File: config.mk
export PLATFORM = sky130hd
export DESIGN_NAME = fifo_loop_stream_flat
export DESIGN_NICKNAME = d
export VERILOG_FILES = /design/src/rtl/fifo_loop_stream_pkg.sv /design/src/rtl/fifo_loop_stream_if.sv /design/src/rtl/fifo_loop_stream_mem.sv /design/src/rtl/fifo_loop_stream.sv /design/src/flat_wrapper.sv
export SDC_FILE = /design/constraint.sdc
export NUM_CORES = 1
export LEC_CHECK = 0
export BUFFER_PORTS_ARGS = -buffer_cell sky130_fd_sc_hd__buf_4
export CORE_ASPECT_RATIO = 1.4
export CORE_UTILIZATION = 53
export CTS_CLUSTER_SIZE = 14
export DETAILED_ROUTE_END_ITERATION = 6
export PLACE_DENSITY = 0.75
export RECOVER_POWER = 50
export SETUP_SLACK_MARGIN = 0.4
export SLEW_MARGIN = 40
export SYNTH_ARGS = -nofsm -noshare
export SYNTH_HDL_FRONTEND = slang
export SYNTH_SLANG_ARGS = --single-unit
File: constraint.sdc
create_clock -name clk -period 3.2 [get_ports clk]
set_input_delay 0.64 -clock clk [delete_from_list [all_inputs] [get_ports clk]]
set_output_delay 0.64 -clock clk [all_outputs]
set_load 0.01 [all_outputs]
File: src/rtl/fifo_loop_stream_pkg.sv
// fifo_loop_stream_pkg: shared width helpers, default parameters and types
// for the looping FIFO.
// Optional feature macro used by the block: FIFO_LOOP_ERR_EN (sticky error flag).
package fifo_loop_stream_pkg;

    localparam int DEF_DEPTH = 8;
    localparam int DEF_WIDTH = 11;
    localparam int DEF_LOOPS = 3;

    // Width of a counter that must hold 0..n inclusive.
    function automatic int cnt_w(input int n);
        return $clog2(n + 1);
    endfunction

    // Width of an index 0..n-1; never narrower than one bit.
    function automatic int ptr_w(input int n);
        return (n < 2) ? 1 : $clog2(n);
    endfunction

    typedef logic [DEF_WIDTH-1:0]            data_t;
    typedef logic [ptr_w(DEF_DEPTH)-1:0]     ptr_t;
    typedef logic [cnt_w(DEF_DEPTH)-1:0]     cnt_t;

endpackage

File: src/rtl/fifo_loop_stream_if.sv
// fifo_loop_stream_if: producer/consumer side signals of the looping FIFO.
//   push, push_data, pop          : requests from the master
//   pop_data, loop_idx            : head data (processed) and its loop index
//   empty, full, almost_*, count  : registered status
//   err                           : sticky error, only with FIFO_LOOP_ERR_EN
interface fifo_loop_stream_if #(
    parameter int FIFO_DEPTH = 8,
    parameter int FIFO_WIDTH = 11,
    parameter int NUM_LOOPS  = 3
);
    localparam int CW = $clog2(FIFO_DEPTH + 1);
    localparam int LW = $clog2(NUM_LOOPS + 1);

    logic                  push;
    logic [FIFO_WIDTH-1:0] push_data;
    logic                  pop;
    logic [FIFO_WIDTH-1:0] pop_data;
    logic [LW-1:0]         loop_idx;
    logic                  empty;
    logic                  full;
    logic                  almost_full;
    logic                  almost_empty;
    logic [CW-1:0]         count;
`ifdef FIFO_LOOP_ERR_EN
    logic                  err;

    modport master (output push, push_data, pop,
                    input  pop_data, loop_idx, empty, full, almost_full, almost_empty, count, err);
    modport slave  (input  push, push_data, pop,
                    output pop_data, loop_idx, empty, full, almost_full, almost_empty, count, err);
`else
    modport master (output push, push_data, pop,
                    input  pop_data, loop_idx, empty, full, almost_full, almost_empty, count);
    modport slave  (input  push, push_data, pop,
                    output pop_data, loop_idx, empty, full, almost_full, almost_empty, count);
`endif
endinterface

File: src/rtl/fifo_loop_stream_mem.sv
// fifo_loop_stream_mem: DEPTH x WIDTH register array, one synchronous write
// port and one asynchronous read port. Contents are intentionally not reset.
//   clk      : clock
//   we_i     : write enable
//   waddr_i  : write index
//   wdata_i  : write data
//   raddr_i  : read index
//   rdata_o  : read data (combinational)
module fifo_loop_stream_mem #(
    parameter int DEPTH = 8,
    parameter int WIDTH = 11,
    parameter int PW    = 3
) (
    input  logic             clk,
    input  logic             we_i,
    input  logic [PW-1:0]    waddr_i,
    input  logic [WIDTH-1:0] wdata_i,
    input  logic [PW-1:0]    raddr_i,
    output logic [WIDTH-1:0] rdata_o
);
    logic [WIDTH-1:0] mem_q [DEPTH];

    always_ff @(posedge clk) begin
        if (we_i) mem_q[waddr_i] <= wdata_i;
    end

    assign rdata_o = mem_q[raddr_i];
endmodule

File: src/rtl/fifo_loop_stream.sv
// fifo_loop_stream: FIFO whose head word is presented NUM_LOOPS times before
// it retires. With ADD_MODE=1 the loop index is added to the head data.
//   clk, rstn : clock, asynchronous active-low reset
//   bus       : fifo_loop_stream_if.slave (push/pop requests, data, status)
// Optional feature macro: FIFO_LOOP_ERR_EN adds a sticky err flag set by
// push-while-full or pop-while-empty.
module fifo_loop_stream
    import fifo_loop_stream_pkg::*;
#(
    parameter int FIFO_DEPTH = DEF_DEPTH,
    parameter int FIFO_WIDTH = DEF_WIDTH,
    parameter int NUM_LOOPS  = DEF_LOOPS,
    parameter int ADD_MODE   = 1,
    parameter int AF_LVL     = 6,
    parameter int AE_LVL     = 1
) (
    input  logic            clk,
    input  logic            rstn,
    fifo_loop_stream_if.slave bus
);
    localparam int PW = ptr_w(FIFO_DEPTH);
    localparam int CW = cnt_w(FIFO_DEPTH);
    localparam int LW = cnt_w(NUM_LOOPS);
    localparam logic AF_RST = (AF_LVL <= 0);
    localparam logic AE_RST = (AE_LVL >= 0);

    logic [PW-1:0] wr_q, wr_d, rd_q, rd_d;
    logic [CW-1:0] cnt_q, cnt_d;
    logic [LW-1:0] loop_q, loop_d;
    logic          empty_q, full_q, af_q, ae_q;
    logic          empty_d, full_d, af_d, ae_d;
    logic          push_ok, pop_ok, retire;
    logic [FIFO_WIDTH-1:0] head, proc;

    // Requests are qualified against the registered flags, so a push on a
    // full FIFO is dropped even when the head retires in the same cycle.
    assign push_ok = bus.push && !full_q;
    assign pop_ok  = bus.pop  && !empty_q;
    assign retire  = pop_ok && (loop_q == LW'(NUM_LOOPS - 1));

    always_comb begin
        wr_d   = wr_q;
        rd_d   = rd_q;
        loop_d = loop_q;
        if (push_ok)
            wr_d = (wr_q == PW'(FIFO_DEPTH - 1)) ? '0 : wr_q + 1'b1;
        if (retire) begin
            loop_d = '0;
            rd_d   = (rd_q == PW'(FIFO_DEPTH - 1)) ? '0 : rd_q + 1'b1;
        end else if (pop_ok) begin
            loop_d = loop_q + 1'b1;
        end
        cnt_d   = cnt_q + CW'(push_ok) - CW'(retire);
        empty_d = (cnt_d == '0);
        full_d  = (cnt_d == CW'(FIFO_DEPTH));
        af_d    = (int'(cnt_d) >= AF_LVL);
        ae_d    = (int'(cnt_d) <= AE_LVL);
    end

    always_ff @(posedge clk or negedge rstn) begin
        if (!rstn) begin
            wr_q    <= '0;
            rd_q    <= '0;
            cnt_q   <= '0;
            loop_q  <= '0;
            empty_q <= 1'b1;
            full_q  <= 1'b0;
            af_q    <= AF_RST;
            ae_q    <= AE_RST;
        end else begin
            wr_q    <= wr_d;
            rd_q    <= rd_d;
            cnt_q   <= cnt_d;
            loop_q  <= loop_d;
            empty_q <= empty_d;
            full_q  <= full_d;
            af_q    <= af_d;
            ae_q    <= ae_d;
        end
    end

    fifo_loop_stream_mem #(.DEPTH(FIFO_DEPTH), .WIDTH(FIFO_WIDTH), .PW(PW)) u_mem (
        .clk     (clk),
        .we_i    (push_ok),
        .waddr_i (wr_q),
        .wdata_i (bus.push_data),
        .raddr_i (rd_q),
        .rdata_o (head)
    );

    generate
        if (ADD_MODE != 0) begin : g_add
            // Sum wraps at FIFO_WIDTH; loop index is zero-extended.
            assign proc = head + FIFO_WIDTH'(loop_q);
        end else begin : g_pass
            assign proc = head;
        end
    endgenerate

    assign bus.pop_data     = empty_q ? '0 : proc;
    assign bus.loop_idx     = loop_q;
    assign bus.count        = cnt_q;
    assign bus.empty        = empty_q;
    assign bus.full         = full_q;
    assign bus.almost_full  = af_q;
    assign bus.almost_empty = ae_q;

`ifdef FIFO_LOOP_ERR_EN
    logic err_q;
    always_ff @(posedge clk or negedge rstn) begin
        if (!rstn) err_q <= 1'b0;
        else       err_q <= err_q | (bus.push && full_q) | (bus.pop && empty_q);
    end
    assign bus.err = err_q;
`endif
endmodule

File: src/flat_wrapper.sv
// flat-port wrapper written by rule: the top's interface ports become plain ports
module fifo_loop_stream_flat import fifo_loop_stream_pkg::*;
#(
    parameter int FIFO_DEPTH = DEF_DEPTH,
    parameter int FIFO_WIDTH = DEF_WIDTH,
    parameter int NUM_LOOPS  = DEF_LOOPS,
    parameter int ADD_MODE   = 1,
    parameter int AF_LVL     = 6,
    parameter int AE_LVL     = 1
)
  (clk, rstn, bus_push, bus_push_data, bus_pop, bus_pop_data, bus_loop_idx, bus_empty, bus_full, bus_almost_full, bus_almost_empty, bus_count);
  fifo_loop_stream_if #(.FIFO_DEPTH(FIFO_DEPTH), .FIFO_WIDTH(FIFO_WIDTH), .NUM_LOOPS(NUM_LOOPS)) bus_i ();
  input  logic clk;
  input  logic rstn;
  input wire logic [$bits(bus_i.push)-1:0] bus_push;
  input wire logic [$bits(bus_i.push_data)-1:0] bus_push_data;
  input wire logic [$bits(bus_i.pop)-1:0] bus_pop;
  output wire logic [$bits(bus_i.pop_data)-1:0] bus_pop_data;
  output wire logic [$bits(bus_i.loop_idx)-1:0] bus_loop_idx;
  output wire logic [$bits(bus_i.empty)-1:0] bus_empty;
  output wire logic [$bits(bus_i.full)-1:0] bus_full;
  output wire logic [$bits(bus_i.almost_full)-1:0] bus_almost_full;
  output wire logic [$bits(bus_i.almost_empty)-1:0] bus_almost_empty;
  output wire logic [$bits(bus_i.count)-1:0] bus_count;
  assign bus_i.push = bus_push;
  assign bus_i.push_data = bus_push_data;
  assign bus_i.pop = bus_pop;
  assign bus_pop_data = bus_i.pop_data;
  assign bus_loop_idx = bus_i.loop_idx;
  assign bus_empty = bus_i.empty;
  assign bus_full = bus_i.full;
  assign bus_almost_full = bus_i.almost_full;
  assign bus_almost_empty = bus_i.almost_empty;
  assign bus_count = bus_i.count;
  fifo_loop_stream #(.FIFO_DEPTH(FIFO_DEPTH), .FIFO_WIDTH(FIFO_WIDTH), .NUM_LOOPS(NUM_LOOPS), .ADD_MODE(ADD_MODE), .AF_LVL(AF_LVL), .AE_LVL(AE_LVL)) u_core (.clk(clk), .rstn(rstn), .bus(bus_i));
endmodule
# == Yosys cells after proc, flatten, opt, wreduce, memory -nomap -nowiden ==
# Memory sizes are Yosys's and may differ from the RTL's.
# Cells that the tools add are included.
# word_totals
reg_bits,16
ramBits,88
word_cells,35
input_bits,15
out_inout_bits,21
mem_count,1
# classes
n_mux,7
add_sub_neg,6
reduce_logical,7
n_eq_ne,4
n_lt_le_gt_ge,2
# mem_list
memory,depth,word_bits,read_ports,rd_clocked_by_memory_dff,write_ports,line_no,source
u_core.u_mem.mem_q,8,11,1,0,1,fifo_loop_stream_mem.sv:21,logic [WIDTH-1:0] mem_q [DEPTH];
# op_table
op,n
$add A11 B2 Y11,1
$mux W11,1
$add A3 B1 Y3 const B,2
$eq A3 B3 Y1 const B,2
$mux W3,2
$add A4 B1 Y4,1
$eq A4 B4 Y1 const B,1
$ge A4 B3 Y1 const B,1
$le A4 B1 Y1 const B,1
$logic_not A4 Y1,1
$mux W2,2
$sub A4 B1 Y4,1
$logic_and A1 B1 Y1,3
$add A2 B1 Y2 const B,1
$eq A2 B2 Y1 const B,1
$logic_not A1 Y1,2
$mux W1,2
$reduce_bool A2 Y1,1

# == Depth between registers and ports, before layout ==
# Gate-level depths: netlist of the first run.
# logic_depth
depth_word,5
depth_mapped,11
mapped_depth_nobuf,9

# == Cells and area by module ==
# From an unflattened synthesis of the first run, not the netlist that was laid out.
# hier_totals
hier_cells,246
area_unflattened_um2,4506.8
# by_module_without_submodules
module,cells_each,seq_area_each_um2,area_each_um2,instances
fifo_loop_stream_mem,139,2642.5,3437.0,1
fifo_loop_stream,107,402.9,1069.8,1

# == Least setup slack after synthesis of the first run ==
# No wires, ideal clock.
# synth_path
path_kind,reg-to-output
from,register u_core.rd_q[0]
to,output port bus_pop_data[6]
required_time_ps,2560
path_buffers,3
t_arrival_ps,2640
setup_slack_ps,-80
stages_incl_launch_ff,12
path_cell_list,dfrtp_1 buf_6 buf_6 buf_4 mux4_2 mux2_2 ha_1 inv_1 fa_1 nor2_1 and3_1 nor3_1
# synth_between
elab_chain_cells,3
# synth_lines
item,line_no,source
start: declaration,fifo_loop_stream.sv:27,"logic [PW-1:0] wr_q, wr_d, rd_q, rd_d;"
start signal: assignment,fifo_loop_stream.sv:72,rd_q <= rd_d;
$mem_v2 Z8 W11,-,
$add A11 B2 Y11,fifo_loop_stream.sv:94,assign proc = head + FIFO_WIDTH'(loop_q);
$mux W11,fifo_loop_stream.sv:100,assign bus.pop_data = empty_q ? '0 : proc;
end: declaration,flat_wrapper.sv:18,output wire logic [$bits(bus_i.pop_data)-1:0] bus_pop_data;
# No other way between the ends.

# == Worst setup path in the final report of the first run ==
# layout_path
from,register u_core.rd_q[0]
to,output port bus_pop_data[10]
# Same word-level chain as after synthesis.

==> out/metrics.cfg, run 1 <==
[floorplanning]
rows = 39
io_pins = 36
chipHeight_um = 110
die_area_sq_mm = 0.00871
die_x_um = 79.1
initial_core_util_pct = 54.5
core_area_sq_mm = 0.00810

[logic_synthesis]
yosys_register_bits = 104
yosysTopAreaCellShare_pct = 59.8
ys_seq_area_share_pct = 69.0
syn-num-nets = 272
syn_area_per_cell_sq_um = 18.0
ys_types = 35
yosysTopAreaCell = edfxtp_1
ys_warn_count = 0
synth_area_leaders = edfxtp_1, mux4_2, dfrtp_1, ha_1, mux2_2
syn_area_sq_mm = 0.00442
netlist_instances = 245

[global_route]
antenna_found_initial = 0
grtUsageTotal_pct = 21.1
grt_pass1_vias = 2394
overflow = 0
grt_pass1_wl_um = 12800
grt_max_degree = 17

[detailed_routing]
ant_nets = 0
vias = 2386
wl_per_cell_um = 20.4
drt-vias-per-instance = 5.76
drt_first_pass_iters = 4
first_iter_violations = 114
route.detailed.drc = 0
routed_wl_um = 8460

[cells_and_area]
nets = 334
layout_commonest_cell = edfxtp_1
multi_input_area_sq_mm = 0.00144
regArea_sq_mm = 0.00305
final_cell_mix = edfxtp_1, buf_4, mux4_2
fin_cells = 414
final_layout_size_suffix_gt1_share_pct = 38.8
n_antenna_cell = 0
n_fill_cell = 579
area_delta_synth_final_pct = 21.9

[clock_tree]
clock-root-buffer = clkbuf_16
cts_buffers = 9
clk_pin_slew_worst_paths_ns = 0.06
hold_buffers = 0
clk_latency_ns = 0.34
clkSinkCount = 104
cts_tree = yes
cts_buffer_depth = 2
htree_levels = 3

[outcome]
outcome = finished, violations left
violations = negative setup slack

[setup_path]
cp.required_ns = 2.56
crit_fanout = 7
cp-end-kind = output port
worstPathArrival_ns = 2.72
crit_path_start_kind = flop
worst-setup-path-type = flop to output port

[sta]
drv_slew = 0
tns_ns = -0.841
slew_headroom_pct = 37.3
whs_ns = 0.420
hold_violations = 0
rsz0062_at_grt = yes
post-route-period-util_pct = 105
worstMarginPinSlew_ns = 0.941
fin_skew_ns = 0.00524
fin_ws_ns = -0.165
setup_viol = 9
fmax_mhz = 297
fin_crit_ns = 3.36

[place]
dp.cells = 393
place.port_buffers = 35
globalplace.congestion = 0.786
dp_slack_ns = 0.0550
hpwl_um = 5480

[power]
irDropWorstVdd_v = 0.000773
power.density_mw_per_mm2 = 1050
power.leakage_nw = 1.92

[min_path]
hp-class = input port to async pin

[flow_run]
drv_cap = 0

flip-flops by register name, indices dropped and copies added (netlist names):
name,count
u_core.bus.empty,1
u_core.rd_q,3
u_core.wr_q,3
u_core.bus.loop_idx,2
u_core.bus.count,4
u_core.bus.almost_empty,1
u_core.bus.full,1
u_core.bus.almost_full,1
u_core.u_mem.mem_q,88
cells in the mapped netlist:
| cell | number |
|---|---|
| nand3_1 | 2 |
| nand2_1 | 10 |
| clkbuf_2 | 1 |
| xnor2_1 | 3 |
| nand2b_1 | 6 |
| nor3_4 | 1 |
| mux2_2 | 5 |
| and3_1 | 1 |
| dfrtp_1 | 14 |
| clkbuf_1 | 2 |
| a31o_1 | 2 |
| inv_1 | 9 |
| o21ai_0 | 1 |
| mux4_2 | 22 |
| nor2b_1 | 1 |
| ha_1 | 10 |
| o21ai_1 | 2 |
| buf_6 | 2 |
| nor4b_1 | 1 |
| nand4_1 | 2 |
| mux2i_2 | 4 |
| mux2i_1 | 5 |
| xor2_1 | 4 |
| dfstp_2 | 2 |
| buf_4 | 3 |
| nor4_1 | 4 |
| nor3_1 | 11 |
| fa_1 | 2 |
| a21o_1 | 4 |
| nor2_1 | 12 |
| buf_2 | 1 |
| a311o_1 | 2 |
| edfxtp_1 | 88 |
| mux2i_4 | 1 |
| a21oi_1 | 5 |
worst max-delay path: stages, from the launching register on:
cell     delay (ns)
dfrtp_2        0.45
mux4_2         0.54
mux2_4         0.29
ha_4           0.17
inv_2          0.06
fa_2           0.25
nor2_4         0.07
a311o_1        0.36
o21ai_2        0.06
buf_4          0.13
metrics by stage:
stage	area, sq um	util (%)	power [mW]
floorplan	4480	-	3.47
global placement	4960	61.3	4.19
finish	5380	66.4	5.68
CTS	5310	65.5	5.45
detailed placement	4960	61.3	4.25
global route	5380	66.4	5.98
per-layer routing:
layer / vias up / GRT usage [%] / routed length, um
li1: 1088 / - / -
met2: 68 / 35.4 / 4470
met4: 0 / 9.48 / 191
met1: 1213 / 26.1 / 3450
met3: 17 / 5.02 / 343
met5: - / 0 / 0
final timing paths:
kind / cells past startpoint / endpoint / start / slack (ns)
min reg2reg: 2 / u_core.wr_q[2] / u_core.wr_q[2] / 0.64
max reg2reg: 8 / u_core.bus.full / u_core.bus.empty / 0.51
max: 9 / bus_pop_data[10] / u_core.rd_q[0] / -0.16
min: 1 / u_core.bus.count[3] / rstn / 0.42
min in group clk: 2 / u_core.wr_q[2] / u_core.wr_q[2] / 0.64
max in group asynchronous: 1 / u_core.rd_q[1] / rstn / 2.14
cells by family (layout without fill, tap and decap cells):
logic type,after synthesis,after routing,share of synthesized area (%)
DFF,104,104,69.0
and+or+nand+nor,51,51,5.89
adders and majority gates,12,12,3.74
xor gates and xnor gates,7,7,1.39
AOI/OAI and AO/OA,16,16,2.44
buffers and inverters,18,85,2.18
muxes,37,37,15.4
layout make-up:
class	count	share of cell area, %
flip-flops and latches	104	56.7
multi-input cells	123	26.7
clock inverters	7	1.60
clock buffers	9	4.19
repair buffers	60	7.84
inverters	9	0.628
well taps	102	2.37
power by group:
group          internal, mW  total (mW)  switching (mW)
Combinational          1.34        2.66            1.32
Clock                 0.676        1.12           0.445
Sequential             1.72        1.90           0.173
what timing repair did:
item	CTS	global route
resized for setup	7	15
pin swaps	2	5
buffers inserted	1	4
setup endpoints to repair	12	14
No activity file was read; power rests on OpenSTA's default activity.
==> run 2: changes to the inputs <==
--- a/config.mk
+++ b/config.mk
@@ -6,7 +6,7 @@
 export NUM_CORES = 1
 export LEC_CHECK = 0
 export BUFFER_PORTS_ARGS = -buffer_cell sky130_fd_sc_hd__buf_4
-export CORE_ASPECT_RATIO = 1.4
+export CORE_ASPECT_RATIO = 2
 export CORE_UTILIZATION = 53
 export CTS_CLUSTER_SIZE = 14
 export DETAILED_ROUTE_END_ITERATION = 6
==> out/metrics.cfg, run 2 (same netlist as run 1, synthesis figures left out) <==
[power]
combPwrFrac_pct = 47.2
power.leakage_nw = 1.94
switchingPower_mw = 1.92
power.density_mw_per_mm2 = 1050
power.internal_mw = 3.79
irDropWorstVdd_v = 0.000662
pwr-share-seq_pct = 33.2
clockPowerShare_pct = 19.6
p_sw_share_pct = 33.6

[global_route]
antenna_found_initial = 0
grt_max_degree = 17
grt_pass1_vias = 2392
grt_pass1_wl_um = 12900
grtUsageTotal_pct = 21.8
overflow = 0

[setup_path]
critical-path-top-delay-family = buffers and inverters
cp.required_ns = 2.56
crit_fanout = 4
crit_path_start_kind = flop
worst-setup-path-type = flop to output port
crit_buf_inv = 4
cp-end-kind = output port
cpMaxStageDelayCell = dfrtp_2
worstPathArrival_ns = 2.60
cp_common_cell = buf_4
max_stage_delay_ns = 0.46
worstPathCellList = buf_12, mux4_2, mux2i_4, buf_4, fa_2, buf_4, nor3_2, xor2_1, nor2_1, buf_4

[sta]
hold_violations = 0
worstMarginPinSlew_ns = 0.860
fin_skew_ns = 0.00703
whs_ns = 0.390
rsz0062_at_grt = yes
fin_crit_ns = 3.24
setup_viol = 4
fin_ws_ns = -0.0427
drv_slew = 0
post-route-period-util_pct = 101
slew_headroom_pct = 42.7
fmax_mhz = 308

[floorplanning]
core_area_sq_mm = 0.00800
chipHeight_um = 131
io_pins = 36
die_area_sq_mm = 0.00872
rows = 46
die_x_um = 66.5
initial_core_util_pct = 55.2

[clock_tree]
clock-root-buffer = clkbuf_16
hold_buffers = 0
cts_tree = yes
clk_latency_ns = 0.34
cts_buffer_depth = 2
htree_levels = 3
cts_buffers = 9
clk_pin_slew_worst_paths_ns = 0.06
clkSinkCount = 104

[place]
globalplace.congestion = 0.775
hpwl_um = 5620
place.port_buffers = 35

[detailed_routing]
first_iter_violations = 99
route.detailed.drc = 0
drt_first_pass_iters = 4
ant_nets = 0
drt-vias-per-instance = 5.75
wl_per_cell_um = 20.5
routed_wl_um = 8460
vias = 2370

[cells_and_area]
final_layout_size_suffix_gt1_share_pct = 39.6
nets = 338
layout_commonest_cell = edfxtp_1
area_delta_synth_final_pct = 23.2
largest_reg_flops = 88
n_antenna_cell = 0
regMostFlops = u_core.u_mem.mem_q
final_cell_mix = edfxtp_1, buf_4, mux4_2
post-route-util_pct = 68.0

[outcome]
violations = negative setup slack
outcome = finished, violations left

[min_path]
hp-class = input port to async pin

[flow_run]
drv_cap = 0

-- run 2: timing repair --
item | CTS | global route
setup endpoints to repair | 11 | 11
resized for setup | 19 | 9
buffers inserted | 4 | 4
pin swaps | 6 | 7
-- run 2: path summary, 6_finish.rpt --
| check | startpoint | endpoint | slack [ns] | depth (start not counted) |
|---|---|---|---|---|
| setup / recovery | u_core.rd_q[0] | bus_pop_data[4] | -0.04 | 10 |
| min in group clk | u_core.wr_q[1] | u_core.wr_q[1] | 0.61 | 2 |
| max in group asynchronous | rstn | u_core.rd_q[1] | 2.23 | 1 |
| hold / removal | rstn | u_core.bus.count[0] | 0.39 | 1 |
| setup reg to reg | u_core.bus.loop_idx[1] | u_core.bus.full | 0.70 | 9 |
| hold reg to reg | u_core.wr_q[1] | u_core.wr_q[1] | 0.61 | 2 |
-- run 2: power by group through the flow --
stage	clock, mW	sequential [mW]	combinational [mW]
after floorplan	0	1.87	1.60
after global placement	0	1.90	2.23
final	1.12	1.90	2.70
after global routing	1.20	1.93	2.91
after detailed placement	0	1.92	2.29
after CTS	1.15	1.90	2.55
-- run 2: layout make-up --
class                           count  area (sq um)
Fill cell                         518          2560
Clock buffer                        9           225
Tap cell                           96           120
Sequential cell                   104          3050
Timing Repair Buffer               64           463
Inverter                            9          33.8
Multi-Input combinational cell    123          1460
Clock inverter                      7          86.3
-- run 2: stage by stage --
| step | TNS [ns] | power (mW) | std cells | worst slack [ns] | area (sq um) |
|---|---|---|---|---|---|
| final | -0.145 | 5.71 | 412 | -0.0427 | 5440 |
| after floorplan | 0 | 3.47 | 245 | 0.122 | 4480 |
| after CTS | -0.294 | 5.59 | 408 | -0.0768 | 5410 |
| after detailed placement | 0 | 4.21 | 388 | 0.0892 | 4950 |
| after global placement | 0 | 4.13 | 388 | 0.170 | 4950 |
| after global routing | -0.960 | 6.04 | 412 | -0.148 | 5440 |
-- run 2: metal layers --
| layer | track usage [%] | part of all wire, % | routed length [um] | up-vias |
|---|---|---|---|---|
| li1 | - | - | - | 1096 |
| met1 | 26.1 | 37 | 3150 | 1212 |
| met2 | 37.3 | 57 | 4840 | 52 |
| met3 | 4.93 | 3.5 | 294 | 10 |
| met4 | 9.14 | 2.1 | 179 | 0 |
| met5 | 0 | 0 | 0 | - |
==> run 3: changes to the inputs <==
--- a/config.mk
+++ b/config.mk
@@ -13,6 +13,7 @@
 export PLACE_DENSITY = 0.75
 export RECOVER_POWER = 50
 export SETUP_SLACK_MARGIN = 0.4
+export SKIP_LAST_GASP = 1
 export SLEW_MARGIN = 40
 export SYNTH_ARGS = -nofsm -noshare
 export SYNTH_HDL_FRONTEND = slang
==> out/metrics.cfg, run 3 (same netlist as run 1, synthesis figures left out) <==
[sta]
whs_ns = 0.389
slew_headroom_pct = 42.6
fmax_mhz = 307
rsz0062_at_grt = yes
fin_crit_ns = 3.26
hold_violations = 0
worstMarginPinSlew_ns = 0.861
drv_slew = 0
setup_viol = 4
fin_skew_ns = 0.00605
fin_ws_ns = -0.0588
post-route-period-util_pct = 102

[detailed_routing]
drt-vias-per-instance = 5.67
ant_nets = 0
vias = 2352
routed_wl_um = 8400
first_iter_violations = 69
wl_per_cell_um = 20.2
route.detailed.drc = 0
drt_first_pass_iters = 4

[global_route]
antenna_found_initial = 0
gr-max-usage-layer = met2
grt_pass1_wl_um = 12900
grtUsageTotal_pct = 21.7
met3_usage_pct = 4.93
grt_max_degree = 17
use_met1_pct = 25.8
overflow = 0
grt_pass1_vias = 2400
gr-usage-met2_pct = 37.4

[outcome]
outcome = finished, violations left
violations = negative setup slack

[place]
dpl_cell_area_sq_mm = 0.00495
place.port_buffers = 35
dp.cells = 388
globalplace.congestion = 0.775
hpwl_um = 5620
dp_slack_ns = 0.0892

[cells_and_area]
area_delta_synth_final_pct = 23.1
layout_commonest_cell = edfxtp_1
largest_reg_flops = 88
fin_cells = 415
final_cell_mix = edfxtp_1, buf_4, mux4_2
design_area_sq_mm = 0.00544
n_antenna_cell = 0
regMostFlops = u_core.u_mem.mem_q
final_layout_size_suffix_gt1_share_pct = 39.8
nets = 341
post-route-util_pct = 68.0

[setup_path]
cp.required_ns = 2.56
crit_fanout = 9
cp-end-kind = output port
crit_path_start_kind = flop
worst-setup-path-type = flop to output port
rr_worst_depth = 9
worstPathArrival_ns = 2.62

[floorplanning]
initial_core_util_pct = 55.2
die_x_um = 66.5
chipHeight_um = 131
rows = 46
io_pins = 36
die_area_sq_mm = 0.00872
core_area_sq_mm = 0.00800

[power]
power.density_mw_per_mm2 = 1050
irDropWorstVdd_v = 0.000662
power.leakage_nw = 1.95

[flow_run]
drv_cap = 0

[clock_tree]
cts_tree = yes
cts_buffer_depth = 2
clk_latency_ns = 0.34
clock-root-buffer = clkbuf_16
cts_buffers = 9
clkSinkCount = 104
htree_levels = 3
clk_pin_slew_worst_paths_ns = 0.06

[min_path]
hp-class = input port to async pin

## run 3: timing repair
action                     4_1_cts  5_1_grt
pin swaps                        6        6
setup buffers                    4        7
setup endpoints to repair       11       11
resized for setup               15        9
hold buffers                     0        0
## run 3: critical path, stage by stage, from the launching register on
cell     delay, ns
dfrtp_2       0.49
buf_4         0.17
mux4_2        0.20
mux2_4        0.15
ha_4          0.13
inv_2         0.04
fa_2          0.38
buf_4         0.16
nor3_2        0.18
xor2_1        0.17
nor2_1        0.06
buf_4         0.14
## run 3: routing by layer
metal / part of all wire [%] / up-vias
li1: - / 1100
met1: 38 / 1199
met2: 58 / 42
met3: 2.5 / 11
met4: 2.2 / 0
met5: 0 / -
## run 3: final cells by class
| type | instances | area, sq um |
|---|---|---|
| flip-flops and latches | 104 | 3050 |
| fillers | 520 | 2560 |
| multi-input cells | 123 | 1440 |
| repair buffers | 67 | 482 |
| clock buffers | 9 | 225 |
| well taps | 96 | 120 |
| clock inverters | 7 | 86.3 |
| inverters | 9 | 33.8 |
## run 3: worst paths after layout
path                                         from                  end  slack, ns
min                                          rstn  u_core.bus.count[0]       0.39
max reg2reg                u_core.bus.loop_idx[1]      u_core.bus.full       0.70
min reg2reg                        u_core.wr_q[1]       u_core.wr_q[1]       0.61
max in group asynchronous                    rstn       u_core.rd_q[1]       2.23
max                                u_core.rd_q[1]      bus_pop_data[4]      -0.06
min in group clk                   u_core.wr_q[1]       u_core.wr_q[1]       0.61
## run 3: where the power goes
part / internal (mW) / switching, mW
combinational: 1.38 / 1.29
clock: 0.678 / 0.445
sequential: 1.72 / 0.167
## run 3: through the flow
| stage | TNS [ns] | power [mW] |
|---|---|---|
| 2_1_floorplan | 0 | 3.47 |
| 3_3_place_gp | 0 | 4.13 |
| 3_5_place_dp | 0 | 4.21 |
| 4_1_cts | -0.356 | 5.55 |
| 5_1_grt | -0.985 | 6.02 |
| 6_report | -0.145 | 5.69 |
